### src/rtl/mem_access_stage_pkg.sv
// rtl/mem_access_stage_pkg.sv - shared encodings and field indices for the MEM stage
package mem_access_stage_pkg;

    localparam logic ST_IDLE = 1'b0;
    localparam logic ST_WAIT = 1'b1;

    localparam int MEMREAD      = 2;
    localparam int MEMWRITE     = 1;
    localparam int MEM_MEMTOREG = 0;

    localparam int REGWRITE     = 1;
    localparam int WB_MEMTOREG  = 0;

endpackage

### src/rtl/mem_wait_counter.sv
// rtl/mem_wait_counter.sv - wait-cycle counter with load-1/increment/clear and timeout compare
module mem_wait_counter #(
    parameter int TIMEOUT = 16,
    parameter int TO_W    = 8
) (
    input  logic clk,
    input  logic rst_n,
    input  logic i_load1,
    input  logic i_inc,
    input  logic i_clr,
    output logic o_hit
);

    logic [TO_W-1:0] r_cnt;

    // Clear wins so an abort or completion never leaves a stale count behind.
    always_ff @(posedge clk or negedge rst_n) begin
        if (!rst_n) begin
            r_cnt <= '0;
        end else if (i_clr) begin
            r_cnt <= '0;
        end else if (i_load1) begin
            r_cnt <= TO_W'(1);
        end else if (i_inc) begin
            r_cnt <= r_cnt + TO_W'(1);
        end
    end

    assign o_hit = (r_cnt == TO_W'(TIMEOUT));

endmodule

### src/rtl/mem_access_stage.sv
// rtl/mem_access_stage.sv - MEM pipeline stage: data-memory handshake, stall, MEM/WB register
module mem_access_stage
    import mem_access_stage_pkg::*;
#(
    parameter int TIMEOUT = 16,
    parameter int TO_W    = 8
) (
    input  logic        clk,
    input  logic        reset,
    input  logic [1:0]  WB_MEM,
    input  logic [2:0]  MEM_MEM,
    input  logic [4:0]  WN_MEM,
    input  logic [31:0] ALUOut_MEM,
    input  logic [31:0] RD2_WD_MEM,
    output logic        dmem_req,
    output logic        dmem_we,
    output logic [31:0] dmem_addr,
    output logic [31:0] dmem_wdata,
    input  logic        dmem_ready,
    input  logic [31:0] dmem_rdata,
    output logic        stall,
    output logic [1:0]  WB_WB,
    output logic [31:0] RD_WB,
    output logic [31:0] ALUOut_WB,
    output logic [4:0]  WN_WB,
    output logic        align_err,
    output logic        bus_err
);

    logic        r_state;
    logic [1:0]  r_wb;
    logic [31:0] r_rd;
    logic [31:0] r_alu;
    logic [4:0]  r_wn;
    logic        r_align_err;
    logic        r_bus_err;

    logic w_access;
    logic w_aligned;
    logic w_load;
    logic w_hit;
    logic w_abort;
    logic w_load1;
    logic w_inc;
    logic w_clr;
    logic w_unused;

    assign w_access  = MEM_MEM[MEMREAD] | MEM_MEM[MEMWRITE];
    assign w_aligned = (ALUOut_MEM[1:0] == 2'b00);
    // Read+write together is a store, so only a pure read captures load data.
    assign w_load    = MEM_MEM[MEMREAD] & ~MEM_MEM[MEMWRITE];
    assign w_unused  = MEM_MEM[MEM_MEMTOREG];

    assign dmem_req   = w_access & w_aligned;
    assign dmem_we    = MEM_MEM[MEMWRITE];
    assign dmem_addr  = ALUOut_MEM;
    assign dmem_wdata = RD2_WD_MEM;

    assign w_abort = (r_state == ST_WAIT) & w_hit;
    assign stall   = dmem_req & ~dmem_ready & ~w_abort;

    assign w_load1 = (r_state == ST_IDLE) & dmem_req & ~dmem_ready;
    assign w_inc   = (r_state == ST_WAIT) & ~dmem_ready & ~w_hit;
    assign w_clr   = (r_state == ST_WAIT) & (dmem_ready | w_hit);

    mem_wait_counter #(
        .TIMEOUT (TIMEOUT),
        .TO_W    (TO_W)
    ) u_wait_counter (
        .clk     (clk),
        .rst_n   (reset),
        .i_load1 (w_load1),
        .i_inc   (w_inc),
        .i_clr   (w_clr),
        .o_hit   (w_hit)
    );

    always_ff @(posedge clk or negedge reset) begin
        if (!reset) begin
            r_state <= ST_IDLE;
        end else begin
            case (r_state)
                ST_IDLE: if (w_load1) r_state <= ST_WAIT;
                ST_WAIT: if (dmem_ready | w_hit) r_state <= ST_IDLE;
                default: r_state <= ST_IDLE;
            endcase
        end
    end

    // Abort is checked first so a late ready on the final wait cycle is ignored.
    always_ff @(posedge clk or negedge reset) begin
        if (!reset) begin
            r_wb        <= '0;
            r_rd        <= '0;
            r_alu       <= '0;
            r_wn        <= '0;
            r_align_err <= 1'b0;
            r_bus_err   <= 1'b0;
        end else begin
            r_align_err <= 1'b0;
            r_bus_err   <= 1'b0;
            if (w_abort) begin
                r_wb      <= '0;
                r_bus_err <= 1'b1;
            end else if (w_access & ~w_aligned) begin
                r_wb        <= '0;
                r_align_err <= 1'b1;
            end else if (stall) begin
                r_wb <= '0;
            end else begin
                r_wb[REGWRITE]    <= WB_MEM[REGWRITE];
                r_wb[WB_MEMTOREG] <= WB_MEM[WB_MEMTOREG];
                r_wn              <= WN_MEM;
                r_alu             <= ALUOut_MEM;
                if (w_load) r_rd <= dmem_rdata;
            end
        end
    end

    assign WB_WB     = r_wb;
    assign RD_WB     = r_rd;
    assign ALUOut_WB = r_alu;
    assign WN_WB     = r_wn;
    assign align_err = r_align_err;
    assign bus_err   = r_bus_err;

endmodule

### config.mk
export PLATFORM = sky130hd
export DESIGN_NAME = mem_access_stage
export DESIGN_NICKNAME = d
export VERILOG_FILES = /design/src/rtl/mem_access_stage_pkg.sv /design/src/rtl/mem_wait_counter.sv /design/src/rtl/mem_access_stage.sv
export SDC_FILE = /design/constraint.sdc
export NUM_CORES = 1
export LEC_CHECK = 0
export CAP_MARGIN = 20
export CORE_UTILIZATION = 39
export CTS_CLUSTER_DIAMETER = 200
export DETAILED_ROUTE_END_ITERATION = 16
export PLACE_DENSITY = 0.86
export SETUP_SLACK_MARGIN = 0.05
export SLEW_MARGIN = 20
export SYNTH_ARGS = -nofsm -noshare
export SYNTH_HDL_FRONTEND = slang
export SYNTH_SLANG_ARGS = --single-unit
### constraint.sdc
create_clock -name clk -period 6 [get_ports clk]
set_input_delay 1.2 -clock clk [delete_from_list [all_inputs] [get_ports clk]]
set_output_delay 1.2 -clock clk [all_outputs]
set_load 0.02 [all_outputs]
==> Yosys cells after proc, flatten, opt, wreduce, memory -nomap -nowiden <==
Cells that the tools add are included.
{ "totals": {"register_bits": 82, "input_bits": 109, "output_inout_bits": 140, "elab_cells": 47} }
{ "classes": {"n_addsub": 1, "n_eq_ne": 1, "n_mux": 12, "bitwise_logic": 21, "n_reduce_logical": 4} }
{ "op_table": {"columns": ["operator", "count"], "rows": [
  ["two-way mux 8 bit", 3],
  ["bitwise AND 1 bit", 11],
  ["adder 8 x 1 -> 8 bit, second input constant", 1],
  ["== test 8 x 5 -> 1 bit, second input constant", 1],
  ["inverter 1 bit", 8],
  ["two-way mux 2 bit", 3],
  ["two-way mux 1 bit", 5],
  ["AND reduction 4 bit", 1],
  ["AND reduction 3 bit", 1],
  ["nonzero test 3 bit", 1],
  ["logical NOT 2 bit", 1],
  ["bitwise OR 1 bit", 2],
  ["case mux 1 bit (2 select lines)", 1]
]} }

==> Logic depth before layout (Yosys ltp) <==
Gate-level depths: netlist (run 1).
{ "logic_depth": {"depth_word": 7, "mapped_depth": 9, "depth_no_buf": 6} }

==> Hierarchy <==
A second synthesis (run 1) with hierarchy kept.
{ "hier_totals": {"cells_unflattened": 285, "area_unflattened_um2": 3888.7} }
{ "modules_own_cells": {"columns": ["module", "instances", "cells_each", "area_each_um2", "seq_area_each_um2"], "rows": [
  ["mem_access_stage", 1, 241, 3462.1, 1851.8],
  ["mem_wait_counter", 1, 44, 426.7, 200.2]
]} }

==> Least setup slack after synthesis (run 1) <==
Ideal clock, no wire load.
{ "synth_timing": {"kind": "input to output", "start": "input ALUOut_MEM[1]", "end": "output stall", "arrival_time_ns": 2.080, "path_slack_ns": 2.720, "path_stages": 2, "path_buffers": 0, "cell_sequence": "or4_1 -> nor2_1"} }
{ "synth_via": {"elab_chain_len": 4} }
{ "synth_lines": {"columns": ["item", "line", "source"], "rows": [
  ["start: declaration", "mem_access_stage.sv:13", "input logic [31:0] ALUOut_MEM,"],
  ["logical NOT 2 bit", "mem_access_stage.sv:49", "assign w_aligned = (ALUOut_MEM[1:0] == 2'b00);"],
  ["bitwise AND 1 bit", "mem_access_stage.sv:54", "assign dmem_req = w_access & w_aligned;"],
  ["bitwise AND 1 bit (2 in series)", "mem_access_stage.sv:60", "assign stall = dmem_req & ~dmem_ready & ~w_abort;"],
  ["end: declaration", "mem_access_stage.sv:21", "output logic stall,"]
]} }
No other way between the ends.

==> Worst setup path after layout (run 1) <==
Same ends and word-level chain as after synthesis.

==> results of run 1 <==
-- state kept, by name (all words and copies together) (netlist names) --
name                  cells
WN_WB                     5
bus_err                   1
r_state                   1
u_wait_counter.r_cnt      8
RD_WB                    32
WB_WB                     2
ALUOut_WB                32
align_err                 1
-- metal layers --
| metal | wire, um | track usage [%] |
|---|---|---|
| met2 | 4680 | 30.7 |
| met5 | 0 | 0 |
| met4 | 72 | 6.02 |
| met1 | 3240 | 19.8 |
| met3 | 557 | 3.62 |
-- power breakdown --
group	total, uW	internal [uW]	switching [uW]
Clock	446	239	207
Combinational	541	299	242
Sequential	700	646	53.1
-- stage by stage --
step           util, %  setup WS (ps)  instances
2_1_floorplan        -           2720        279
3_3_place_gp      56.2           1690        518
3_5_place_dp      56.5           1700        519
4_1_cts           58.9           1690        535
5_1_grt           59.0           1600        535
6_report          59.0           1680        535
-- layout make-up --
| cell class | count | share of cell area, % |
|---|---|---|
| Clock buffer | 9 | 2.26 |
| Clock inverter | 7 | 1.85 |
| Inverter | 3 | 0.206 |
| Multi-Input combinational cell | 121 | 21.3 |
| Sequential cell | 82 | 37.5 |
| Tap cell | 129 | 2.95 |
| Timing Repair Buffer | 184 | 34.0 |
-- cells in the final DEF (no fill, tap or decap), types with 2 or more instances in the layout --
cell	n
a21o_1	4
a21oi_1	3
and2_1	3
bufinv_16	2
clkbuf_8	9
clkdlybuf4s50_1	182
dfrtp_1	82
ha_1	2
inv_1	3
mux2_2	61
mux2_4	8
nand2_1	5
nand3_1	4
nand4_1	2
nor2_1	3
nor2_4	2
nor3_1	3
o21ai_0	5
or4_1	2
xor2_1	2
-- how the worst max path moves through the flow --
stage	startpoint	endpoint	slack, ps
2_1_floorplan	ALUOut_MEM[1]	stall	2720
3_3_place_gp	ALUOut_MEM[1]	stall	1690
3_5_place_dp	ALUOut_MEM[1]	stall	1700
4_1_cts	ALUOut_MEM[1]	stall	1690
5_1_grt	ALUOut_MEM[1]	stall	1600
6_report	ALUOut_MEM[1]	stall	1680
-- critical path, stage by stage --
cell and delay, ps:
clkdlybuf4s50_1 530, or4_1 640, nor2_1 130, clkdlybuf4s50_1 620
-- logic make-up (layout without fill, tap and decap cells) --
logic type | after synthesis | after routing | share of synthesized area, %
compound gates | 17 | 17 | 2.95
xor+xnor | 2 | 2 | 0.465
fa+ha+maj | 2 | 2 | 0.664
simple gates | 30 | 30 | 4.78
mux | 70 | 70 | 21.7
flops | 82 | 82 | 54.4
buf+inv | 76 | 203 | 15.0
==> summary.md, run 1 <==
| Metric | Value |
|---|---|
| FP Rows | 35 |
| Crit path kind | primary input to output pin |
| Max-cap violations | 0 |
| Post-Layout Inst Area | 5470 um^2 |
| Worst skew pair latency | 350 ps |
| Final period utilization | 72.0% |
| GRT overflow | 0 |
| Total clock buffers created by CTS | 9 |
| Worst Path Required | 4800 ps |
| DR vias/cell | around 4.7 |
| Seq/Total Area, Yosys | 54.4% |
| Root Driver | clkbuf_8 |
| Clock Pin Slew Worst Setup and Hold Paths | 80 ps |
| Antenna-violating nets left | 0 |
| CP Capture Type | output pin |
| Capture point of the worst reg-to-reg path | ALUOut_WB[10] |
| Post-Syn Instances | between 200 and 300 |
| Avg Cell Area, Syn | 13.5 um^2 |
| Mapped cell area | 3770 um^2 |
| Seq cells post-synth | 82 |
| Remaining DRCs | 0 |
| Synth top area share | ~54% |
| Startpoint types | primary input |
| Antenna violations before repair | 0 |
| First-pass GRT wire length | between 10000 and 15000 um |
| Most common cell in the netlist | dfrtp_1 |
| Status | completed |
| Endpoints failing hold | 0 |
| H-tree Lvls | 3 |
| Actual slew at the worst max-slew pin | 903 ps |
| R2R setup slack | 3520 ps |
| Initial DRT Pass Iterations | 4 |
| P_leak | 0.00227 uW |
| Worst r2r src | u_wait_counter.r_cnt[0] |
| Hold Crit Endpoint | RD_WB[28] |
| Total number of yosys warnings | 0 |
| Nets | 512 |
| Worst hold margin | 509 ps |
| Tot Pwr | approximately 1700 uW |
| DRT iter0 DRCs | between 50 and 60 |
| HP Class | flop to flop |
| Area grow syn2layout | 45.3% |
| # fillers | 738 |
| Final setup violation count | 0 |
| Post-DP HPWL | 6640 um |
| RSZ-0062 raised after global routing | false |
| Input/output buffers | 183 |
| Post-CTS Resized | 0 |
| Critical path arrival | 3120 ps |
| Hold path cells | 1 |
| Multi-input gate area | about 1200 um^2 |
| Storage cell area | 2050 um^2 |
| Top-Level Pins | 249 |
| Setup TNS | 0 ps |
| All-Layer GR Usage | 17.0% |
| Worst VDD drop | 0.000148 V |
| Starting Density | 40.6% |
| Fmax achieved | 232 MHz |
| Power density over the cells | 308 nW/um^2 |
| Largest net degree at the start of global routing | 83 |
| # clock sinks | 82 |
| Hold Path Origin | RD_WB[28] |
| Async S/R FF share, synth | 100% |
| Final Slew Violations | 0 |
| Post-CTS setup buffer count | 0 |
| Synth cell count leaders | dfrtp_1 (82), buf_4 (69), mux2_2 (61) |
| N_diodes | 0 |
| Top_reg_cell synth | dfrtp_1 |
| Die height | roughly 100 um |
| Placement-stage cell area | 5250 um^2 |
| Area contributors post-synth | dfrtp_1 (54%), mux2_2 (18%), buf_4 (14%), mux2_4 (3.2%), a21o_1 (0.80%) |
| Clock Tree Buf Depth | 2 |
| Syn_nets | 390 |
| Yosys cell types | 33 |
| Per-cell routed wire length | 16.0 um |
| # hold bufs at CTS | 0 |
| Crit-path max FO | 6 |
| Final GP Congestion | 0.880 |
| Post-synth top area cell | dfrtp_1 |
| CTS tree | yes |
| Vias in the first global route | approximately 2500 |
| Routed Wire Length | 8550 um |
| Core ar. | 9280 um^2 |
| Die width | 100 um |
| Layout cell share with drive strength beyond 1 | 22.4% |
| Via count | 2521 |
| Clock skew | between 10 and 15 ps |
| Relative slew slack | 39.7% |
| Cell depth of the worst flop-to-flop path | 7 |
| Die area | 10100 um^2 |
| Post-synth EDFFs | 0 |
| Period minus WS final | 4320 ps |
No activity file was read; power rests on OpenSTA's default activity.
==> run 2, diff against run 1 <==
--- a/config.mk
+++ b/config.mk
@@ -6,10 +6,10 @@
 export NUM_CORES = 1
 export LEC_CHECK = 0
 export CAP_MARGIN = 20
-export CORE_UTILIZATION = 39
+export CORE_UTILIZATION = 36
 export CTS_CLUSTER_DIAMETER = 200
 export DETAILED_ROUTE_END_ITERATION = 16
-export PLACE_DENSITY = 0.86
+export PLACE_DENSITY = 0.81
 export SETUP_SLACK_MARGIN = 0.05
 export SLEW_MARGIN = 20
 export SYNTH_ARGS = -nofsm -noshare
==> constraint.sdc (replaced) <==
create_clock -name clk -period 4 [get_ports clk]
set_input_delay 0.8 -clock clk [delete_from_list [all_inputs] [get_ports clk]]
set_output_delay 0.8 -clock clk [all_outputs]
set_load 0.02 [all_outputs]
==> run 2 against run 1 <==
Cell count increased by 1.3%. Count of clock-buffer cells in the layout is 3 higher. First-iteration DRC count increased by 82%. Wire length up 2.7%. Die area up 8.2%. Clock power increased by 34%. Critical path depth rose by 1. Critical endpoint unchanged. Largest cell class unchanged. Combinational power up 50%.
==> summary.md, run 2 (synthesized netlist as in run 1, its figures left out) <==
| Metric | Value |
|---|---|
| Via count | 2523 |
| CP Capture Type | output pin |
| Antenna violations before repair | 0 |
| Die width | about 100 um |
| Final period utilization | 86.0% |
| Largest net degree at the start of global routing | 83 |
| Layout cell share with drive strength beyond 1 | between 20 and 25% |
| Final setup violation count | 0 |
| Vias in the first global route | roughly 2600 |
| DRT iter0 DRCs | between 90 and 100 |
| Post-DP HPWL | approximately 6600 um |
| All-Layer GR Usage | 16.8% |
| Delay-heaviest family, CP | buffers and inverters |
| Worst Path Required | 3200 ps |
| Endpoints failing hold | 0 |
| Clock Tree Buf Depth | 2 |
| RSZ-0062 raised after global routing | false |
| Crit-path max cell delay | between 600 and 700 ps |
| Starting Density | 37.9% |
| Power density over the cells | 450 nW/um^2 |
| Antenna-violating nets left | 0 |
| H-tree Lvls | 3 |
| Period minus WS final | 3440 ps |
| First-pass GRT wire length | roughly 14000 um |
| Max-cap violations | 0 |
| Core ar. | 9950 um^2 |
| Final GP Congestion | 0.738 |
| Most common cell after layout, fill and taps aside | clkdlybuf4s50_1 |
| # hold bufs at CTS | 0 |
| CTS tree | yes |
| Fmax achieved | 291 MHz |
| Clock Pin Slew Worst Setup and Hold Paths | 80 ps |
| Root Driver | clkbuf_8 |
| Critical path arrival | 2640 ps |
| Tot Pwr | 2460 uW |
| Remaining DRCs | 0 |
| Crit-path max FO | 5 |
| Placement-stage cell area | 5260 um^2 |
| Die height | 104 um |
| N_diodes | 0 |
| Post-Layout Inst Area | 5460 um^2 |
| Post-CTS Resized | 0 |
| Crit path kind | primary input to output pin |
| Actual slew at the worst max-slew pin | between 700 and 800 ps |
| Initial DRT Pass Iterations | 4 |
| GRT overflow | 0 |
| Status | completed |
| Post-CTS setup buffer count | 0 |
| Total clock buffers created by CTS | 9 |
| Worst skew pair latency | 340 ps |
| Per-cell routed wire length | between 15 and 20 um |
| HP Class | primary input to asynchronous set/reset pin |
| Top-Level Pins | 249 |
| Setup TNS | 0 ps |
| Final Slew Violations | 0 |
| Input/output buffers | 183 |
| Commonest non-fill, non-tap cells in the layout | clkdlybuf4s50_1 (182), dfrtp_1 (82), mux2_2 (61) |
| Area grow syn2layout | 44.9% |
| Slowest CP cell | clkdlybuf4s50_1 |
| Relative slew slack | roughly half |
| Startpoint types | primary input |
| DR vias/cell | 4.65 |
| Worst path bufs/invs | 2 |
| Nets | around 500 |
| P_leak | 0.00226 uW |
| FP Rows | 36 |
| Routed Wire Length | 8770 um |
| Worst hold margin | 483 ps |
| Die area | 10900 um^2 |
| Clock skew | 15.5 ps |
| # clock sinks | 82 |
| Crit-path cells | clkdlybuf4s50_1 > nor2_1 > or4_1 > nor2_1 > clkdlybuf4s50_1 |
| Worst VDD drop | 0.000239 V |
-- run 2: changes by cell type in the layout (fill, tap and decap cells not counted) --
cell / change
inv_6: -1
clkbuf_1: +2
buf_12: +1
inv_8: -1
buf_16: -1
nor2_4: -1
nor2_2: +1
bufinv_16: -1
clkbuf_8: +1
buf_4: +3
-- run 2: worst paths after layout --
path	depth (start not counted)	slack (ps)	end	startpoint
setup / recovery	5	560	stall	MEM_MEM[1]
hold / removal	1	480	RD_WB[18]	reset
setup reg to reg	7	1440	RD_WB[0]	u_wait_counter.r_cnt[0]
hold reg to reg	1	510	RD_WB[9]	RD_WB[9]
max in group asynchronous	1	2990	ALUOut_WB[17]	reset
min in group clk	1	510	RD_WB[9]	RD_WB[9]
-- run 2: cell type report --
class / instances / area [um^2]
Sequential cell: 82 / 2050
Clock buffer: 12 / 145
Timing Repair Buffer: 187 / 1880
Clock inverter: 4 / 51.3
Tap cell: 133 / 166
Multi-Input combinational cell: 121 / 1160
Inverter: 3 / 11.3
Fill cell: 831 / 4490
-- run 2: power breakdown --
part,switching [uW],internal (uW)
combinational,364,448
sequential,78.2,970
clock,291,307
-- run 2: per-layer routing --
metal  vias to the layer above  GRT usage, %  part of all wire, %
met4                         0          5.00                 0.82
met3                         8          6.08                  8.2
li1                       1157             -                    -
met2                       134          29.9                   54
met5                         -             0                    0
met1                      1224          18.5                   37
-- run 2: through the flow --
step	setup slack (ps)	std cells	util [%]
after floorplan	1520	279	-
after global placement	566	526	52.8
after detailed placement	587	526	52.8
after CTS	573	542	54.8
after global routing	443	542	54.9
final	560	542	54.9
